[src/rtl/silife_grid_sequencer.sv]
// silife_grid_sequencer: row load / N-generation run / 8-row dump controller for the SiLife grid.
// Optional SILIFE_SEQ_AUTODUMP_EN: a finished RUN falls straight into a full dump.
module silife_grid_sequencer #(
    parameter int GEN_W = 8,
    parameter int ROWS  = 8,
    localparam int RW   = $clog2(ROWS)
) (
    input  logic          clk,
    input  logic          reset,
    input  logic          cmd_valid,
    output logic          cmd_ready,
    input  logic [1:0]    cmd_op,
    input  logic [RW-1:0] cmd_row,
    input  logic [7:0]    cmd_data,
    output logic          busy,
    output logic          gen_done,
    output logic          out_valid,
    input  logic          out_ready,
    output logic [RW-1:0] out_row,
    output logic [7:0]    out_data,
    output logic [RW-1:0] grid_row_select,
    output logic [7:0]    grid_set_cells,
    output logic [7:0]    grid_clr_cells,
    output logic          grid_enable,
    input  logic [7:0]    grid_cells
);
    localparam logic [2:0] S_IDLE  = 3'd0;
    localparam logic [2:0] S_LOAD  = 3'd1;
    localparam logic [2:0] S_LDONE = 3'd2;
    localparam logic [2:0] S_RUN   = 3'd3;
    localparam logic [2:0] S_SEL   = 3'd4;
    localparam logic [2:0] S_CAP   = 3'd5;
    localparam logic [1:0] OP_LOAD = 2'b01;
    localparam logic [1:0] OP_RUN  = 2'b10;
    localparam logic [1:0] OP_DUMP = 2'b11;
    localparam logic [RW-1:0] LAST_ROW = RW'(ROWS - 1);
`ifdef SILIFE_SEQ_AUTODUMP_EN
    localparam logic [2:0] S_AFTER_RUN = S_SEL;
`else
    localparam logic [2:0] S_AFTER_RUN = S_IDLE;
`endif

    logic [2:0]       state_q, state_d;
    logic [RW-1:0]    row_q, row_d;
    logic [7:0]       data_q, data_d;
    logic [GEN_W-1:0] gen_q, gen_d;
    logic [RW-1:0]    r_q, r_d;
    logic             out_valid_q, out_valid_d;
    logic [RW-1:0]    out_row_q, out_row_d;
    logic [7:0]       out_data_q, out_data_d;

    always_comb begin
        state_d     = state_q;
        row_d       = row_q;
        data_d      = data_q;
        gen_d       = gen_q;
        r_d         = r_q;
        out_valid_d = out_valid_q;
        out_row_d   = out_row_q;
        out_data_d  = out_data_q;
        case (state_q)
            S_IDLE: begin
                if (cmd_valid) begin
                    case (cmd_op)
                        OP_LOAD: begin
                            state_d = S_LOAD;
                            row_d   = cmd_row;
                            data_d  = cmd_data;
                        end
                        OP_RUN: begin
                            state_d = S_RUN;
                            gen_d   = GEN_W'(cmd_data);
                        end
                        OP_DUMP: begin
                            state_d = S_SEL;
                            r_d     = '0;
                        end
                        default: state_d = S_IDLE;
                    endcase
                end
            end
            S_LOAD:  state_d = S_LDONE;
            S_LDONE: state_d = S_IDLE;
            S_RUN: begin
                state_d = (gen_q == '0) ? S_AFTER_RUN : S_RUN;
                gen_d   = (gen_q == '0) ? gen_q : gen_q - GEN_W'(1);
                r_d     = '0;
            end
            S_SEL: begin
                state_d     = S_CAP;
                out_valid_d = 1'b1;
                out_row_d   = r_q;
                out_data_d  = grid_cells;
            end
            S_CAP: begin
                if (out_ready) begin
                    out_valid_d = 1'b0;
                    state_d     = (r_q == LAST_ROW) ? S_IDLE : S_SEL;
                    r_d         = (r_q == LAST_ROW) ? '0 : r_q + RW'(1);
                end
            end
            default: state_d = S_IDLE;
        endcase
    end

    always_ff @(posedge clk) begin
        if (reset) begin
            state_q     <= S_IDLE;
            row_q       <= '0;
            data_q      <= '0;
            gen_q       <= '0;
            r_q         <= '0;
            out_valid_q <= 1'b0;
            out_row_q   <= '0;
            out_data_q  <= '0;
        end else begin
            state_q     <= state_d;
            row_q       <= row_d;
            data_q      <= data_d;
            gen_q       <= gen_d;
            r_q         <= r_d;
            out_valid_q <= out_valid_d;
            out_row_q   <= out_row_d;
            out_data_q  <= out_data_d;
        end
    end

    // Grid drives are decoded from state so enable and set/clr can never overlap.
    assign cmd_ready       = (state_q == S_IDLE);
    assign busy            = ~cmd_ready;
    assign gen_done        = (state_q == S_RUN) && (gen_q == '0);
    assign grid_enable     = (state_q == S_RUN);
    assign grid_set_cells  = (state_q == S_LOAD) ? data_q : '0;
    assign grid_clr_cells  = (state_q == S_LOAD) ? ~data_q : '0;
    assign grid_row_select = (state_q == S_LOAD) ? row_q :
                             (state_q == S_SEL || state_q == S_CAP) ? r_q : '0;
    assign out_valid       = out_valid_q;
    assign out_row         = out_row_q;
    assign out_data        = out_data_q;
endmodule

[config.mk]
export PLATFORM = sky130hd
export DESIGN_NAME = silife_grid_sequencer
export DESIGN_NICKNAME = d
export VERILOG_FILES = /design/src/rtl/silife_grid_sequencer.sv
export SDC_FILE = /design/constraint.sdc
export NUM_CORES = 1
export LEC_CHECK = 0
export BUFFER_PORTS_ARGS = -buffer_cell sky130_fd_sc_hd__buf_2
export CAP_MARGIN = 20
export CORE_MARGIN = 3
export CORE_UTILIZATION = 57
export CTS_BUF_LIST = sky130_fd_sc_hd__clkbuf_8
export DETAILED_ROUTE_END_ITERATION = 6
export PLACE_DENSITY = 0.87
export SLEW_MARGIN = 20
export SYNTH_ARGS = -nofsm -noshare
export SYNTH_HDL_FRONTEND = slang
export SYNTH_SLANG_ARGS = --single-unit
[constraint.sdc]
create_clock -name clk -period 4.3 [get_ports clk]
set_input_delay 0.215 -clock clk [delete_from_list [all_inputs] [get_ports clk]]
set_output_delay 0.215 -clock clk [all_outputs]
set_load 0.1 [all_outputs]
# == Word-level counts from Yosys, hierarchy flattened ==
# Cells that the tools add are included.
# word_totals
reg_bits,37
# classes
addsub,2
n_eq_ne,13
mux,21
bitwise,2
n_reduce_logical,12
# op_table
operator,n
$mux W8,5
$mux W3,9
$pmux W3 S3,2
$pmux W8 S2,1
$pmux W3 S5,1
$eq A3 B3 Y1 const B,3
$logic_not A8 Y1,1
$not A8 Y8,1
$reduce_and A4 Y1,2
$sub A8 B1 Y8 const B,1
$ne A2 B2 Y1 const B,3
$eq A2 B2 Y1 const B,2
$ne A2 B1 Y1 const B,2
$reduce_and A2 Y1,2
$reduce_bool A2 Y1,2
$add A3 B1 Y3 const B,1
$eq A3 B1 Y1 const B,1
$eq A3 B2 Y1 const B,1
$logic_not A3 Y1,1
$reduce_and A3 Y1,1
$reduce_bool A3 Y1,1
$eq A2 B1 Y1 const B,1
$mux W2,1
$pmux W1 S2,1
other kinds (4),4

# == Longest topological paths before layout ==
# Gate-level depths: netlist (run 1).
# logic_depth
ltp_word,4
depth_mapped,7

# == Least setup slack after synthesis (run 1) ==
# No wires, ideal clock.
# synth_path
kind,flip-flop to output port
from,register state_q[1]
to,output port busy
arrival_ps,3903
t_required_ps,4085
path_slack_ps,182
stages_incl_launch_ff,4
path_cell_list,dfxtp_1 > buf_2 > nor3_1 > inv_1
# synth_between
elab_chain_len,2
# synth_lines
item,line,rtl
from (decl),43,"logic [2:0] state_q, state_d;"
from (signal assigned),117,state_q <= state_d;
$logic_not A3 Y1,129,assign cmd_ready = (state_q == S_IDLE);
named net cmd_ready,11,"output logic cmd_ready,"
$not A1 Y1,130,assign busy = ~cmd_ready;
to (decl),15,"output logic busy,"
# The timed path passes the listed nets, and every way through them passes these cells.

# == Final worst setup path (run 1) ==
# layout_path
from,register state_q[1]
to,output port gen_done
# layout_between
elab_chain_len,2
# layout_lines
item,line,rtl
$eq A3 B2 Y1,131,assign gen_done = (state_q == S_RUN) && (gen_q == '0);
$logic_and A1 B1 Y1,131,
to (decl),16,"output logic gen_done,"
# No other way between the ends.

==> reports/metrics.yaml, run 1 <==
run:
  max-cap-violations: 0
cts:
  numCtsBuffers: 5
  h-tree-depth: 2
  clkLatencyLatePin_ps: 300
  cts_tree: "built"
  cts_setup_buffers: 0
  cts_buffer_depth: 2
  hold_buffers: 0
  post_cts_resized: 0
  clkTransAtPathRegs_ps: 80
  root_buffer: "clkbuf_8"
  cts.sinks: 37
layout:
  stdcell_count: 346
  most-common-layout-cells: "buf_2 (59), dfxtp_1 (37), nor2_1 (30)"
  multi_input_area_um2: 1130
  fin_nets: 333
  fillCellCount: 263
  seqCellArea_um2: 741
  drive_gt1_share_pct: 25.8
  area_growth_pct: 22.6
  diodes: 0
  final_common_cell: "buf_2"
timing:
  hold_violations: 0
  period_share_pct: 60.9
  fin_crit_ps: 2620
  finalSetupTns_ps: 0
  rsz0062_at_grt: "false"
  slew_viol_final: 0
  setup_viol: 0
  maxSlewHeadroom_pct: 53.5
  worst_slew_pin_slew_ps: 697
  fmax_ghz: 0.382
  finClkSkew_ps: 8.81
synthesis:
  synth_fp_nets: 279
  ys.flop_type: "dfxtp_1"
  synth_top_cell_by_area: "dfxtp_1"
  async_reset_ff_share_pct: 0
  avgSynthCellArea_um2: 7.96
  yosys_warnings: 0
  synthCells: 247
  synth.top_cell.area_share_pct: 37.7
  ys_seq_elements: 37
  ys_top_cells_by_area: "dfxtp_1 (38%), a21oi_1 (6.9%), nor2_1 (5.7%), mux2i_1 (5.6%), nand2_1 (5.5%)"
  synth_edf_count: 0
  ys_seq_area_share_pct: 37.7
  synth_area_um2: 1970
  yosysUniqueCellTypes: 48
global_route:
  grt_pass1_wl_um: 8250
  grt_pass1_vias: 1797
  grt_max_degree: 40
  antenna_found_initial: 0
  grt_usage_pct: 25.0
  grt.overflow.total: 0
place:
  placed_cells: 337
  dpl.hpwl_um: 3500
  port_buffers: 59
  gp_congestion: 0.974
die:
  core_um2: 3180
  io_pins: 60
  die_area_um2: 4190
  die_x_um: 64.7
  std_cell_rows: 20
  die_h_um: 64.7
  initial_core_util_pct: 61.9
pwr:
  p_per_area_nw_per_um2: 408
  vdd_drop_max_mv: 0.437
  p_leak_uw: 0.00108
  finalPower_uw: 985
min_path:
  hp-class: "in2reg"
detailed_routing:
  wire_per_inst_um: 14.2
  vias: 1992
  vias_per_cell: 5.76
  drtIter0Drc: 179
  drt_wl_total_um: 4900
  drc: 0
  drt-pass1-iter-count: 4
  postRouteAntennaNets: 0
worst_setup_path:
  end_kind: "primary output"
  arrival_ps: 2400
  critical_path_class: "reg2out"
  setup.worst_path.start_class: "flop"
  required_ps: 4090
  reg2reg_slack_ps: 2210
  cp_max_fo: 18
run_status:
  status: "finished, final reports clean"
-- metrics by stage --
step	hold slack (ps)	utilization [%]	setup slack (ps)	area (um2)
6_report	155	75.9	1680	2410
3_3_place_gp	439	71.3	2150	2270
4_1_cts	162	75.6	1760	2400
5_1_grt	169	75.9	1500	2410
2_1_floorplan	304	-	182	1970
3_5_place_dp	443	71.3	2060	2270
-- path summary, 6_finish.rpt --
path,from,cells after the start,to
setup / recovery,state_q[1]$_SDFFE_PP0P_,5,gen_done
hold / removal,grid_cells[7],3,out_data[7]$_SDFFE_PP0P_
hold reg to reg,row_q[2]$_SDFFE_PP0P_,2,row_q[2]$_SDFFE_PP0P_
setup reg to reg,state_q[2]$_SDFFE_PP0P_,6,gen_q[4]$_SDFFE_PP0P_
-- sequential cells by signal, indices dropped and copies added, names as in the netlist --
signal     cells
data_q         8
gen_q          8
out_data       8
out_row        3
out_valid      1
r_q            3
row_q          3
state_q        3
-- critical path, stage by stage, from the launching register on --
cell and delay [ps]:
dfxtp_1 680, nand3b_2 400, inv_2 240, nand3_1 160
inv_1 180, buf_2 450
-- final cells by class --
cell class | count | area share, %
clock buffers | 5 | 2.85
multi-input cells | 184 | 46.7
well taps | 44 | 2.28
flip-flops and latches | 37 | 30.7
clock inverters | 3 | 2.70
repair buffers | 60 | 12.7
inverters | 13 | 2.02
-- where the power goes --
part / total [uW] / internal (uW) / switching, uW
Sequential: 376 / 356 / 19.9
Combinational: 254 / 57.8 / 196
Clock: 355 / 230 / 125
Total: 985 / 645 / 341
-- per-layer routing --
metal  GRT usage, %  part of all wire (%)  vias to the layer above
li1               -                     -                      985
met1           31.8                    43                      910
met2           40.6                    47                       90
met3           6.93                   8.4                        7
met4           8.18                   1.3                        0
met5              0                     0                        -
-- cell usage after synthesis, drive strengths merged (2+ instances only) --
library cell	number
dfxtp	37
nor2	30
nand2	29
a21oi	27
inv	13
mux2i	11
and2	10
clkbuf	10
o21ai	9
ha	7
nand3	7
nor4	5
and3	4
nor3	4
o2111ai	4
buf	3
nand3b	3
o21a	3
o311ai	3
o31ai	3
a31oi	2
o211ai	2
-- cell families (layout without fill, tap and decap cells) --
logic type                 Yosys count  after routing  synth area share (%)
muxes                               11             11                  5.60
buffers and inverters               26             81                  5.28
adders and majority gates            7              7                  4.45
and+or+nand+nor                    104            104                  26.8
AOI/OAI and AO/OA                   62             62                  20.2
DFF                                 37             37                  37.7
No activity file was read; power rests on OpenSTA's default activity.
==> run 2: changes to the inputs <==
- CORE_UTILIZATION: 57 -> 53
- PLACE_DENSITY: 0.87 -> 0.82
- clock period: 4.3 -> 2.7 ns (I/O delays scaled with it)
==> run 2 against run 1 <==
Power rose by 52%. Largest cell class unchanged. Global-route usage fell by 2.2 points. Critical path depth decreased by 1. Clock power grew 40%. Routed wire length is 2.2% lower. Sequential cell count unchanged. Via count shrank 0.75%. Largest power group unchanged. Die area rose by 6.8%. Critical path type unchanged.
==> reports/metrics.yaml, run 2 (same netlist as run 1, synthesis figures left out) <==
worst_setup_path:
  worstReg2RegEnd: "gen_q[4]$_SDFFE_PP0P_"
  cp_max_fo: 16  # -2
  end_kind: "primary output"
  arrival_ps: 2250  # -150 ps
  cp-endpoint: "grid_set_cells[6]"
  reg2reg_slack_ps: 760  # -1450 ps
  critical_path_class: "reg2out"
  setup.worst_path.start_class: "flop"
  required_ps: 2570  # -1520 ps
  reg2reg_depth: 4  # -2
  worstReg2RegStart: "state_q[1]$_SDFFE_PP0P_"
  startpoint: "state_q[0]$_SDFFE_PP0P_"
global_route:
  grt_max_degree: 40  # unchanged
  grt_pass1_wl_um: 7830  # -5.1%
  grt_usage_pct: 22.8  # -2.2 points
  antenna_found_initial: 0  # unchanged
  grt_pass1_vias: 1734  # -3.5%
  grt.overflow.total: 0  # unchanged
timing:
  fin_crit_ps: 2390
  period_share_pct: 88.5
  finClkSkew_ps: 1.86  # -6.94 ps
  fin_ws_ps: 311  # -1370 ps
  finalSetupTns_ps: 0  # unchanged
  maxSlewHeadroom_pct: 53.4  # -0.13 points
  setup_viol: 0  # unchanged
  slew_viol_final: 0  # unchanged
  hold_violations: 0  # unchanged
  fmax_ghz: 0.419
  hold_slack_ps: 80.1  # -74.6 ps
  rsz0062_at_grt: "false"
  worst_slew_pin_slew_ps: 699  # +2.01 ps
detailed_routing:
  vias_per_cell: 5.66  # -1.6%
  wire_per_inst_um: 13.7  # -3.1%
  postRouteAntennaNets: 0  # unchanged
  vias: 1977  # -0.75%
  drt-pass1-iter-count: 6  # +2
  drc: 0  # unchanged
  drtIter0Drc: 224  # +25%
  drt_wl_total_um: 4790  # -2.2%
cts:
  numCtsBuffers: 5  # unchanged
  cts.sinks: 37  # unchanged
  cts_setup_buffers: 0  # unchanged
  clkLatencyLatePin_ps: 280  # -20 ps
  cts_buffer_depth: 2  # unchanged
  cts_tree: "built"
  root_buffer: "clkbuf_8"
  post_cts_resized: 0  # unchanged
  hold_buffers: 0  # unchanged
  clkTransAtPathRegs_ps: 70  # about the same
  h-tree-depth: 2  # unchanged
pwr:
  swShare_pct: 35.9  # +1.4 points
  p_sw_uw: 540  # +58%
  vdd_drop_max_mv: 0.452  # +3.4%
  power.internal_uw: 962  # +49%
  p_leak_uw: 0.00107  # -0.30%
  clockPowerShare_pct: 33.1  # -2.9 points
  pwr-share-comb_pct: 27.0  # +1.2 points
  pwr-share-seq_pct: 39.9  # +1.7 points
  p_per_area_nw_per_um2: 621  # +52%
die:
  io_pins: 60  # unchanged
  std_cell_rows: 21  # +5.0%
  die_area_um2: 4480  # +6.8%
  die_h_um: 66.9  # +3.4%
  core_um2: 3440  # +8.3%
  initial_core_util_pct: 57.1  # -4.7 points
  die_x_um: 66.9  # +3.4%
place:
  gp_congestion: 0.874  # -10%
  port_buffers: 59  # unchanged
  dp_slack_ps: 622  # -1440 ps
  dpl.hpwl_um: 3400  # -2.9%
min_path:
  hp-class: "in2reg"
layout:
  fin_nets: 334  # +0.30%
  final_common_cell: "buf_2"
  diodes: 0  # unchanged
  drive_gt1_share_pct: 26.4  # +0.57 points
  most-common-layout-cells: "buf_2 (59), dfxtp_1 (37), nor2_1 (30)"
  utilization_pct: 70.2  # -5.7 points
  area_growth_pct: 22.8
  fillCellCount: 293  # +11%
run:
  max-cap-violations: 0  # unchanged
run_status:
  status: "finished, final reports clean"
-- run 2: power groups by stage --
stage	registers, uW	logic, uW	clock network (uW)
floorplan	638	299	0
global placement	610	400	0
detailed placement	611	402	0
CTS	599	404	508
global route	605	430	536
finish	600	405	496
-- run 2: how the worst min path moves through the flow --
| stage | cells after the start | startpoint | to | slack, ps |
|---|---|---|---|---|
| after floorplan | 1 | reset | state_q[1]$_SDFFE_PP0P_ | 220 |
| after global placement | 3 | grid_cells[4] | out_data[4]$_SDFFE_PP0P_ | 360 |
| after detailed placement | 3 | cmd_row[1] | row_q[1]$_SDFFE_PP0P_ | 390 |
| after CTS | 3 | grid_cells[4] | out_data[4]$_SDFFE_PP0P_ | 80 |
| after global routing | 3 | cmd_row[1] | row_q[1]$_SDFFE_PP0P_ | 70 |
| final | 3 | grid_cells[4] | out_data[4]$_SDFFE_PP0P_ | 80 |
-- run 2: critical path, cell delays in order, from the launching register on --
cell and delay (ps):
dfxtp_1 660, inv_1 170, nor3_1 510, and2_1 210, buf_2 420
-- run 2: metrics by stage --
step                      total power (uW)  std cells  cell area [um2]
final                                 1500        349             2420
after global routing                  1570        349             2420
after CTS                             1510        349             2420
after detailed placement              1010        341             2300
after global placement                1010        341             2300
after floorplan                        938        247             1980
-- run 2: layer usage --
| metal | part of all wire (%) | global-route usage (%) |
|---|---|---|
| met1 | 45 | 30.2 |
| met2 | 46 | 36.1 |
| met3 | 7.6 | 4.38 |
| met4 | 1.4 | 8.86 |
| met5 | 0 | 0 |
-- run 2: layout make-up --
| cell class | count | area, um2 | area share (%) |
|---|---|---|---|
| multi-input cells | 184 | 1140 | 47.1 |
| flip-flops and latches | 37 | 741 | 30.7 |
| repair buffers | 61 | 310 | 12.8 |
| clock buffers | 6 | 82.6 | 3.42 |
| well taps | 46 | 57.6 | 2.38 |
| inverters | 13 | 48.8 | 2.02 |
| clock inverters | 2 | 37.5 | 1.55 |
==> run 3: changes to the inputs <==
- CORE_MARGIN: 3 -> 2
==> run 3 against run 2 <==
Die area down 5.9%. Highest routed layer unchanged. Critical endpoint is now grid_set_cells[4]. Clock-buffer cell count unchanged. Fmax down 0.86%. Sequential cell count unchanged. Non-clock buffer count unchanged. Largest power group unchanged. Largest cell class unchanged. Critical path depth unchanged.
==> reports/metrics.yaml, run 3 (same netlist as run 1, synthesis figures left out) <==
timing:
  finalSetupTns_ps: 0  # unchanged
  hold_violations: 0  # unchanged
  fmax_ghz: 0.415  # -0.86%
  maxSlewHeadroom_pct: 52.7  # -0.67 points
  finClkSkew_ps: 5.77  # +3.91 ps
  rsz0062_at_grt: "false"
  fin_ws_ps: 290  # -20.7 ps
  setup_viol: 0  # unchanged
  worst_slew_pin_slew_ps: 709  # +10.0 ps
  fin_crit_ps: 2410  # +20.7 ps
  period_share_pct: 89.2  # +0.77 points
  slew_viol_final: 0  # unchanged
global_route:
  grt_pass1_wl_um: 7930  # +1.2%
  grt_usage_pct: 24.4  # +1.6 points
  grt_pass1_vias: 1775  # +2.4%
  grt.overflow.total: 0  # unchanged
  antenna_found_initial: 0  # unchanged
  grt_max_degree: 40  # unchanged
cts:
  clkTransAtPathRegs_ps: 70  # about the same
  cts_buffer_depth: 2  # unchanged
  cts_tree: "built"
  root_buffer: "clkbuf_8"
  hold_buffers: 0  # unchanged
  numCtsBuffers: 5  # unchanged
  h-tree-depth: 2  # unchanged
  cts.sinks: 37  # unchanged
  clkLatencyLatePin_ps: 290  # about the same
  post_cts_resized: 0  # unchanged
  cts_setup_buffers: 0  # unchanged
worst_setup_path:
  critical_path.max_stage_delay_ps: 650  # about the same
  required_ps: 2570  # about the same
  crit_buf_inv: 2  # unchanged
  end_kind: "primary output"
  cpMaxStageDelayCell: "dfxtp_1"
  path_cells: "inv_1 -> nor3_1 -> and2_1 -> buf_2"
  critical_path_class: "reg2out"
  arrival_ps: 2270  # +20 ps
  crit_family: "simple AND/OR/NAND/NOR gates"
  setup.worst_path.start_class: "flop"
  cp_max_fo: 16  # unchanged
pwr:
  p_sw_uw: 538  # -0.28%
  vdd_drop_max_mv: 0.413  # -8.6%
  pwr-share-seq_pct: 40.0  # about the same
  p_per_area_nw_per_um2: 620  # -0.20%
  clockPowerShare_pct: 33.1  # about the same
  swShare_pct: 35.9  # -0.066 points
  p_leak_uw: 0.00107  # unchanged
  power.internal_uw: 962  # about the same
  pwr-share-comb_pct: 26.9  # about the same
die:
  die_area_um2: 4210  # -5.9%
  die_x_um: 64.9  # -3.0%
  core_um2: 3610  # +4.8%
  initial_core_util_pct: 54.5  # -2.6 points
  std_cell_rows: 22  # +4.8%
  io_pins: 60  # unchanged
  die_h_um: 64.9  # -3.0%
detailed_routing:
  drt-pass1-iter-count: 4  # -2
  drc: 0  # unchanged
  drt_wl_total_um: 4850  # +1.2%
  vias: 1957  # -1.0%
  wire_per_inst_um: 13.8  # +0.63%
  drtIter0Drc: 134  # -40%
  vias_per_cell: 5.58  # -1.6%
  postRouteAntennaNets: 0  # unchanged
layout:
  diodes: 0  # unchanged
  drive_gt1_share_pct: 26.4  # unchanged
  fin_nets: 334  # unchanged
  final_common_cell: "buf_2"
  fin_area_um2: 2420  # +0.10%
  most-common-layout-cells: "buf_2 (59), dfxtp_1 (37), nor2_1 (30)"
  area_growth_pct: 23.0
run:
  max-cap-violations: 0  # unchanged
place:
  port_buffers: 59  # unchanged
  placed_area_um2: 2300  # +0.11%
  dpl.hpwl_um: 3510  # +3.2%
  dp_slack_ps: 586  # -36.6 ps
  gp_congestion: 0.870  # -0.45%
min_path:
  hp-class: "in2reg"
run_status:
  status: "finished, final reports clean"
## run 3: per-stage QoR
step                hold slack (ps)  util (%)  cells  power [uW]
floorplan                       224         -    247         938
global placement                368      63.7    343        1010
detailed placement              382      63.7    343        1020
CTS                            69.0      67.1    351        1510
global route                   86.4      67.1    351        1560
finish                         79.3      67.1    351        1500
## run 3: path summary, 6_finish.rpt
check,from,end,slack [ps],cells past startpoint
setup / recovery,state_q[0]$_SDFFE_PP0P_,grid_set_cells[4],290,4
hold / removal,grid_cells[6],out_data[6]$_SDFFE_PP0P_,80,3
setup reg to reg,state_q[1]$_SDFFE_PP0P_,gen_q[4]$_SDFFE_PP0P_,790,4
hold reg to reg,row_q[2]$_SDFFE_PP0P_,row_q[2]$_SDFFE_PP0P_,450,2
## run 3: area by class of cell
type                            instances  area (um2)
Fill cell                             311        1190
Multi-Input combinational cell        184        1140
Sequential cell                        37         741
Timing Repair Buffer                   61         310
Clock buffer                            6        82.6
Tap cell                               48        60.1
Inverter                               13        48.8
Clock inverter                          2        37.5
## run 3: power groups by stage
stage / logic (uW) / registers (uW) / clock network [uW]
2_1_floorplan: 299 / 638 / 0
6_report: 404 / 600 / 496
3_3_place_gp: 399 / 610 / 0
3_5_place_dp: 404 / 611 / 0
4_1_cts: 405 / 599 / 506
5_1_grt: 429 / 604 / 531
## run 3: worst register-to-register path: cells and delay by family (launching register included)
kind	cells	cell delay, ps
AOI/OAI and AO/OA	3	800
and+or+nand+nor	1	290
DFF	1	680
## run 3: per-layer routing
layer	routed length, um	GRT usage (%)	vias up	part of all wire [%]
li1	-	-	983	-
met1	2080	30.6	888	43
met2	2320	39.0	76	48
met3	329	3.99	10	6.8
met4	112	14.6	0	2.3
met5	0	0	-	0
